==> config.mk <==
export PLATFORM = sky130hd
export DESIGN_NAME = hazard_scoreboard
export DESIGN_NICKNAME = d
export VERILOG_FILES = /design/src/rtl/hazard_scoreboard_pkg.sv /design/src/rtl/hazard_scoreboard_entry.sv /design/src/rtl/hazard_scoreboard.sv
export SDC_FILE = /design/constraint.sdc
export NUM_CORES = 1
export LEC_CHECK = 0
export ABC_AREA = 1
export CAP_MARGIN = 20
export CORE_MARGIN = 8
export CORE_UTILIZATION = 40
export CTS_BUF_LIST = sky130_fd_sc_hd__clkbuf_8
export CTS_CLUSTER_SIZE = 24
export DETAILED_ROUTE_END_ITERATION = 6
export HOLD_SLACK_MARGIN = 0.15
export PLACE_DENSITY = 0.58
export SYNTH_ARGS = -nofsm -noshare
export SYNTH_HDL_FRONTEND = slang
export SYNTH_SLANG_ARGS = --single-unit
==> constraint.sdc <==
create_clock -name CLK -period 6.05 [get_ports CLK]
set_input_delay 1.21 -clock CLK [delete_from_list [all_inputs] [get_ports CLK]]
set_output_delay 1.21 -clock CLK [all_outputs]
set_load 0.02 [all_outputs]
==> src/rtl/hazard_scoreboard_pkg.sv <==
// Shared definitions for the ID-stage hazard scoreboard: the zero-register
// index, the instruction latency classes and default result latencies.
package hazard_scoreboard_pkg;

  // Architectural zero register; writes are discarded and never tracked.
  localparam logic [4:0] XZR_IDX = 5'd31;

  // Default extra cycles before a result becomes forwardable.
  localparam int LOAD_LAT_DEF = 1;
  localparam int MUL_LAT_DEF  = 3;

  // Latency class of the instruction in ID; encoding 2'b11 is reserved
  // and behaves like an ALU op.
  typedef enum logic [1:0] {
    CLASS_ALU  = 2'd0,
    CLASS_LOAD = 2'd1,
    CLASS_MUL  = 2'd2
  } lat_class_e;

  // True when a register index refers to a tracked (non-XZR) register.
  function automatic logic is_tracked(input logic [4:0] idx);
    return (idx != XZR_IDX);
  endfunction

endpackage

==> src/rtl/hazard_scoreboard_entry.sv <==
// One scoreboard slot: a countdown of cycles until the register's pending
// result becomes forwardable.
//   clk_i      pipeline clock
//   rst_ni     synchronous active-low reset
//   load_i     load a new latency (issue of a writer to this register)
//   load_val_i latency to load
//   pend_o     current countdown value
//   busy_o     countdown non-zero (result not forwardable this cycle)
module hazard_scoreboard_entry #(
  parameter int CNT_W = 2
) (
  input  logic             clk_i,
  input  logic             rst_ni,
  input  logic             load_i,
  input  logic [CNT_W-1:0] load_val_i,
  output logic [CNT_W-1:0] pend_o,
  output logic             busy_o
);

  logic [CNT_W-1:0] pend_q;
  logic [CNT_W-1:0] pend_d;

  assign busy_o = (pend_q != {CNT_W{1'b0}});
  assign pend_o = pend_q;

  // Next countdown: a new issue overrides any countdown in progress;
  // otherwise decrement and hold at zero.
  always_comb begin
    pend_d = pend_q;
    if (load_i) begin
      pend_d = load_val_i;
    end else if (busy_o) begin
      pend_d = pend_q - {{(CNT_W-1){1'b0}}, 1'b1};
    end else begin
      pend_d = pend_q;
    end
  end

  // Countdown register with synchronous reset.
  always_ff @(posedge clk_i) begin
    if (!rst_ni) begin
      pend_q <= {CNT_W{1'b0}};
    end else begin
      pend_q <= pend_d;
    end
  end

endmodule

==> src/rtl/hazard_scoreboard.sv <==
// ID-stage hazard scoreboard. Tracks in-flight writes whose results are not
// yet forwardable and stalls the ID consumer until EX forwarding can cover
// the dependency (load-use, multi-cycle multiply, WAW ordering).
//   CLK            pipeline clock
//   RESET_N        synchronous active-low reset
//   ID_*_IN        decoded fields of the instruction in ID
//   FLUSH_IN       branch flush: the ID instruction is killed
//   STALL          hazard this cycle
//   PC_WRITE       PC may advance (~STALL)
//   IFID_WRITE     IF/ID may load (~STALL)
//   IDEX_BUBBLE    zero ID/EX controls (STALL or FLUSH_IN)
//   STALL_COUNT    saturating stall-cycle counter
module hazard_scoreboard
  import hazard_scoreboard_pkg::*;
#(
  parameter int NUM_REGS = 32,
  parameter int LOAD_LAT = LOAD_LAT_DEF,
  parameter int MUL_LAT  = MUL_LAT_DEF,
  parameter int CNT_W    = 2,
  parameter int PERF_W   = 16
) (
  input  logic              CLK,
  input  logic              RESET_N,
  input  logic              ID_VALID_IN,
  input  logic [4:0]        ID_RN1_IN,
  input  logic [4:0]        ID_RM2_IN,
  input  logic              ID_USES_RN_IN,
  input  logic              ID_USES_RM_IN,
  input  logic [4:0]        ID_RD_IN,
  input  logic              ID_REGWRITE_IN,
  input  logic [1:0]        ID_CLASS_IN,
  input  logic              FLUSH_IN,
  output logic              STALL,
  output logic              PC_WRITE,
  output logic              IFID_WRITE,
  output logic              IDEX_BUBBLE,
  output logic [PERF_W-1:0] STALL_COUNT
);

  // Countdown of every register; the XZR slot is tied to zero so that a
  // lookup of register 31 can never report a pending write.
  logic [CNT_W-1:0] pend_all_s [NUM_REGS];
  logic             busy_s     [NUM_REGS];

  logic [CNT_W-1:0] new_lat_s;
  logic             raw_rn_s;
  logic             raw_rm_s;
  logic             waw_s;
  logic             stall_s;
  logic             issue_s;

  logic [PERF_W-1:0] perf_cnt_q;
  logic [PERF_W-1:0] perf_cnt_d;

  // Latency loaded into the destination slot on issue.
  always_comb begin
    new_lat_s = {CNT_W{1'b0}};
    case (ID_CLASS_IN)
      CLASS_LOAD: new_lat_s = CNT_W'(LOAD_LAT);
      CLASS_MUL:  new_lat_s = CNT_W'(MUL_LAT);
      default:    new_lat_s = {CNT_W{1'b0}};
    endcase
  end

  // Hazard detection. A source equal to this instruction's own rd is only
  // checked against older pending writes, since the slot loads after issue.
  // WAW stalls while an older write would still land after this one.
  always_comb begin
    raw_rn_s = ID_VALID_IN & ID_USES_RN_IN & is_tracked(ID_RN1_IN) & busy_s[ID_RN1_IN];
    raw_rm_s = ID_VALID_IN & ID_USES_RM_IN & is_tracked(ID_RM2_IN) & busy_s[ID_RM2_IN];
    waw_s    = ID_VALID_IN & ID_REGWRITE_IN & is_tracked(ID_RD_IN)
             & (pend_all_s[ID_RD_IN] > new_lat_s);
    // A flushed instruction is dead: it neither stalls nor issues.
    stall_s  = (raw_rn_s | raw_rm_s | waw_s) & ~FLUSH_IN;
    issue_s  = ID_VALID_IN & ~stall_s & ~FLUSH_IN & ID_REGWRITE_IN & is_tracked(ID_RD_IN);
  end

  genvar r;
  generate
    for (r = 0; r < NUM_REGS - 1; r++) begin : g_entry
      hazard_scoreboard_entry #(
        .CNT_W (CNT_W)
      ) u_scoreboard_entry (
        .clk_i      (CLK),
        .rst_ni     (RESET_N),
        .load_i     (issue_s && (ID_RD_IN == 5'(r))),
        .load_val_i (new_lat_s),
        .pend_o     (pend_all_s[r]),
        .busy_o     (busy_s[r])
      );
    end
  endgenerate

  assign pend_all_s[NUM_REGS-1] = {CNT_W{1'b0}};
  assign busy_s[NUM_REGS-1]     = 1'b0;

  // Stall counter next state, holding at all-ones.
  always_comb begin
    perf_cnt_d = perf_cnt_q;
    if (stall_s && (perf_cnt_q != {PERF_W{1'b1}})) begin
      perf_cnt_d = perf_cnt_q + {{(PERF_W-1){1'b0}}, 1'b1};
    end else begin
      perf_cnt_d = perf_cnt_q;
    end
  end

  // Stall counter register with synchronous reset.
  always_ff @(posedge CLK) begin
    if (!RESET_N) begin
      perf_cnt_q <= {PERF_W{1'b0}};
    end else begin
      perf_cnt_q <= perf_cnt_d;
    end
  end

  // Pipeline controls are a direct function of state and the ID inputs so
  // that the stall takes effect in the same cycle it is detected.
  assign STALL       = stall_s;
  assign PC_WRITE    = ~stall_s;
  assign IFID_WRITE  = ~stall_s;
  assign IDEX_BUBBLE = stall_s | FLUSH_IN;
  assign STALL_COUNT = perf_cnt_q;

endmodule
==> flow_summary.yaml <==
outcome:
  outcome: "finished clean"
power_and_ir_drop:
  static-leakage-power_uw: 0.00359
  seqPwrFrac_pct: 29.0
  pwr-share-comb_pct: 55.9
  power.switching_uw: 1310
  pwr_cell_area_nw_per_um2: 386
  worst_vdd_rail_ir_drop_mv: 0.126
  switching_power_as_a_share_of_total_power_pct: 47.2
  cell_internal_pwr_uw: 1460
  power_frac_clock_pct: 15.0
detailed_routing:
  drc: 0
  routed-via-count: 6482
  routed_via_density: 5.08
  postRouteAntennaNets: 0
  first_pass_iters: 6
  post_drt_wl_per_cell_um: 15.3
  postRouteWirelength_um: 19600
  drt_iter0_markers: 553
logic_synthesis:
  postSynthCellCount: 1029
  synth-warning-count: 0
  yosys-mux-area-fraction_pct: 0.176
  synth-edff-count: 0
  count_of_different_cell_masters_after_synthesis: 40
  synth-main-ff-cell: "sky130_fd_sc_hd__dfxtp_1"
  synth_seq_cells: 78
  synth_simple_gate_area_share_pct: 40.0
  syn_area_per_cell_um2: 6.21
  synth-compound-area-share_pct: 10.2
  postSynth.asyncResetShare_pct: 0
  post_synth_instance_area_um2: 6390
  synthAdderAreaFrac_pct: 6.85
  post_synth_xor_area_fraction_pct: 5.21
  synth.yosys.seq_area_share_pct: 24.4
  synthesis.nets: 1088
  synth_top_family_by_area: "simple AND/OR/NAND/NOR gates"
placement:
  buffer_ports.inserted: 43
  preCtsSetupSlack_ps: 240
  last_weighted_congestion_value_of_the_routability_driven_placer: 0.948
  postPlaceCellArea_um2: 6990
  detailedPlacementHpwl_um: 14400
global_route:
  antenna_found_initial: 0
  global_route.overflow_total: 0
  groute.layer.met1.usage_pct: 26.2
  grt_start_max_net_pins: 54
  grt.busiest_layer: "met2"
  groute.layer.met3.usage_pct: 3.29
  global_route.usage.met2_pct: 30.9
  groute.usage.overall_pct: 19.6
  first_global_vias: 5866
  global_route_wire_length_before_repair_um: 31100
setup_path:
  r2r.worst_path.cells: 16
  crit_path_start_kind: "input port"
  worst_r2r_startpoint: "g_entry[11].u_scoreboard_entry.pend_o[0]"
  crit_type: "in -> out"
  worst-endpoint-required_ps: 4840
  cp_data_arrival_time_ps: 4630
  r2r_setup_slack_ps: 2730
  worstReg2RegEnd: "g_entry[11].u_scoreboard_entry.pend_o[0]"
  crit_path_max_fanout: 17
  timing.critical_path.to_type: "output pin"
cells_and_area:
  num-fill-cells: 1704
  antenna_cells: 0
  final_cell_mix: "275 x sky130_fd_sc_hd__nand2_1, 164 x sky130_fd_sc_hd__nor2_1, 150 x sky130_fd_sc_hd__inv_1"
  utilization_pct: 45.6
  mostFrequentLayoutCell: "sky130_fd_sc_hd__nand2_1"
  fraction_of_final_layout_cells_with_drive_strength_greater_than_1_pct: 7.16
  area_delta_synth_final_pct: 12.4
  final_net_count: 1116
  final_area_um2: 7190
clocking:
  cts_buffers: 9
  clkTransAtPathRegs_ps: 90
  htreeDepth: 3
  cts.hold.buffers_added: 0
  clock-sinks: 78
  worst_skew_pair.late_latency_ps: 380
  cts_buffer_depth: 2
  tritoncts: "built"
  clock_tree.root_cell: "sky130_fd_sc_hd__clkbuf_8"
worst_hold_path:
  hold_path.class: "reg -> reg"
  hold_end: "STALL_COUNT[6]"
  min_delay_path_depth: 2
  min_from: "STALL_COUNT[6]"
timing:
  final.setup.tns_ps: 0
  final_period_util_pct: 96.6
  post-route-worst-setup-slack_ps: 206
  finalMaxSlewViolations: 0
  clock.fmax_ghz: 0.171
  relSlewSlack_pct: 46.0
  rsz0062_at_grt: "yes"
  fin_worst_skew_ps: 16.3
  setup_violations: 0
  final_number_of_hold_violating_endpoints: 0
  timing_worst_slew_pin_value_ps: 808
  period_minus_slack_ps: 5840
floorplan:
  initial_utilization_pct: 40.5
  design.portCount: 44
  die_y_um: 142
  core_region_area_um2: 15800
  die-area_um2: 20300
  floorplan.die.width_um: 142
  std_cell_rows: 46
run:
  drv.max_cap_violation_count: 0
## kinds of logic after synthesis
| family | count (synthesis) |
|---|---|
| adders and majority gates | 35 |
| muxes | 1 |
| AOI/OAI and AO/OA | 111 |
| xor gates and xnor gates | 38 |
| and+or+nand+nor | 566 |
| DFF | 78 |
| buffers and inverters | 200 |
## layer usage
| layer | vias to the layer above | part of all wire (%) |
|---|---|---|
| met1 | 2929 | 47 |
| met2 | 201 | 45 |
| met4 | 0 | 2.1 |
| met3 | 24 | 5.9 |
| li1 | 3328 | - |
| met5 | - | 0 |
## critical path: stages
cell and delay [ps]:
sky130_fd_sc_hd__clkdlybuf4s50_1 550, sky130_fd_sc_hd__inv_1 90, sky130_fd_sc_hd__nand2_1 480, sky130_fd_sc_hd__nor2_1 190
sky130_fd_sc_hd__a211oi_1 320, sky130_fd_sc_hd__a41oi_1 170, sky130_fd_sc_hd__ha_1 330, sky130_fd_sc_hd__inv_1 60
sky130_fd_sc_hd__nor2_1 30, sky130_fd_sc_hd__o211ai_1 260, sky130_fd_sc_hd__nand3_4 160, sky130_fd_sc_hd__nand2_2 150
sky130_fd_sc_hd__clkdlybuf4s50_1 630
## worst max-delay path by stage
stage / from / to / slack [ps] / cells past startpoint
floorplan: ID_RD_IN[0] / IDEX_BUBBLE / 1230 / 15
global placement: ID_RD_IN[0] / IFID_WRITE / 260 / 13
detailed placement: ID_RD_IN[0] / PC_WRITE / 240 / 13
CTS: ID_RD_IN[0] / PC_WRITE / 230 / 13
global route: ID_RD_IN[0] / STALL / -3 / 16
finish: ID_RD_IN[0] / PC_WRITE / 210 / 13
## cell usage after synthesis (6+ instances only)
cell type	instances	area, um^2
sky130_fd_sc_hd__a21oi_1	18	90.1
sky130_fd_sc_hd__nand3_1	55	275
sky130_fd_sc_hd__o22ai_1	16	100
sky130_fd_sc_hd__nand4_1	24	150
sky130_fd_sc_hd__buf_2	12	60.1
sky130_fd_sc_hd__xor2_1	34	298
sky130_fd_sc_hd__nand4_2	24	300
sky130_fd_sc_hd__nand2_1	275	1030
sky130_fd_sc_hd__buf_6	6	67.6
sky130_fd_sc_hd__o21ai_0	51	255
sky130_fd_sc_hd__inv_1	149	559
sky130_fd_sc_hd__ha_1	35	438
sky130_fd_sc_hd__dfxtp_1	78	1560
sky130_fd_sc_hd__o221ai_1	6	52.6
sky130_fd_sc_hd__nor3_1	11	55.1
sky130_fd_sc_hd__clkbuf_1	19	71.3
sky130_fd_sc_hd__nor2_1	164	616
## sequential cells by signal (all words and copies together), names as in the netlist
register and flops:
STALL_COUNT 16, g_entry.u_scoreboard_entry.pend_o 62
## power by group through the flow
stage	sequential, uW	clock [uW]	combinational [uW]
2_1_floorplan	781	0	1180
3_3_place_gp	817	0	1530
3_5_place_dp	817	0	1530
4_1_cts	805	432	1540
5_1_grt	825	450	1800
6_report	805	416	1550
## through the flow
step	power, uW	cells	hold WS (ps)
global route	3070	1277	524
CTS	2780	1277	494
global placement	2340	1262	477
floorplan	1960	1029	553
finish	2770	1277	491
detailed placement	2350	1262	480
## layout make-up
class                           instances  area (um^2)  area share, %
Multi-Input combinational cell        751         4000           55.6
Sequential cell                        78         1560           21.7
Inverter                              156          596           8.29
Timing Repair Buffer                   61          566           7.87
Tap cell                              216          270           3.76
Clock buffer                           10          138           1.92
Clock inverter                          5         60.1          0.836
## repair_timing
item,in CTS,in global routing
buffers inserted,0,0
setup endpoints to repair,0,1
resized for setup,0,0
(Power assumes the default switching activity.)
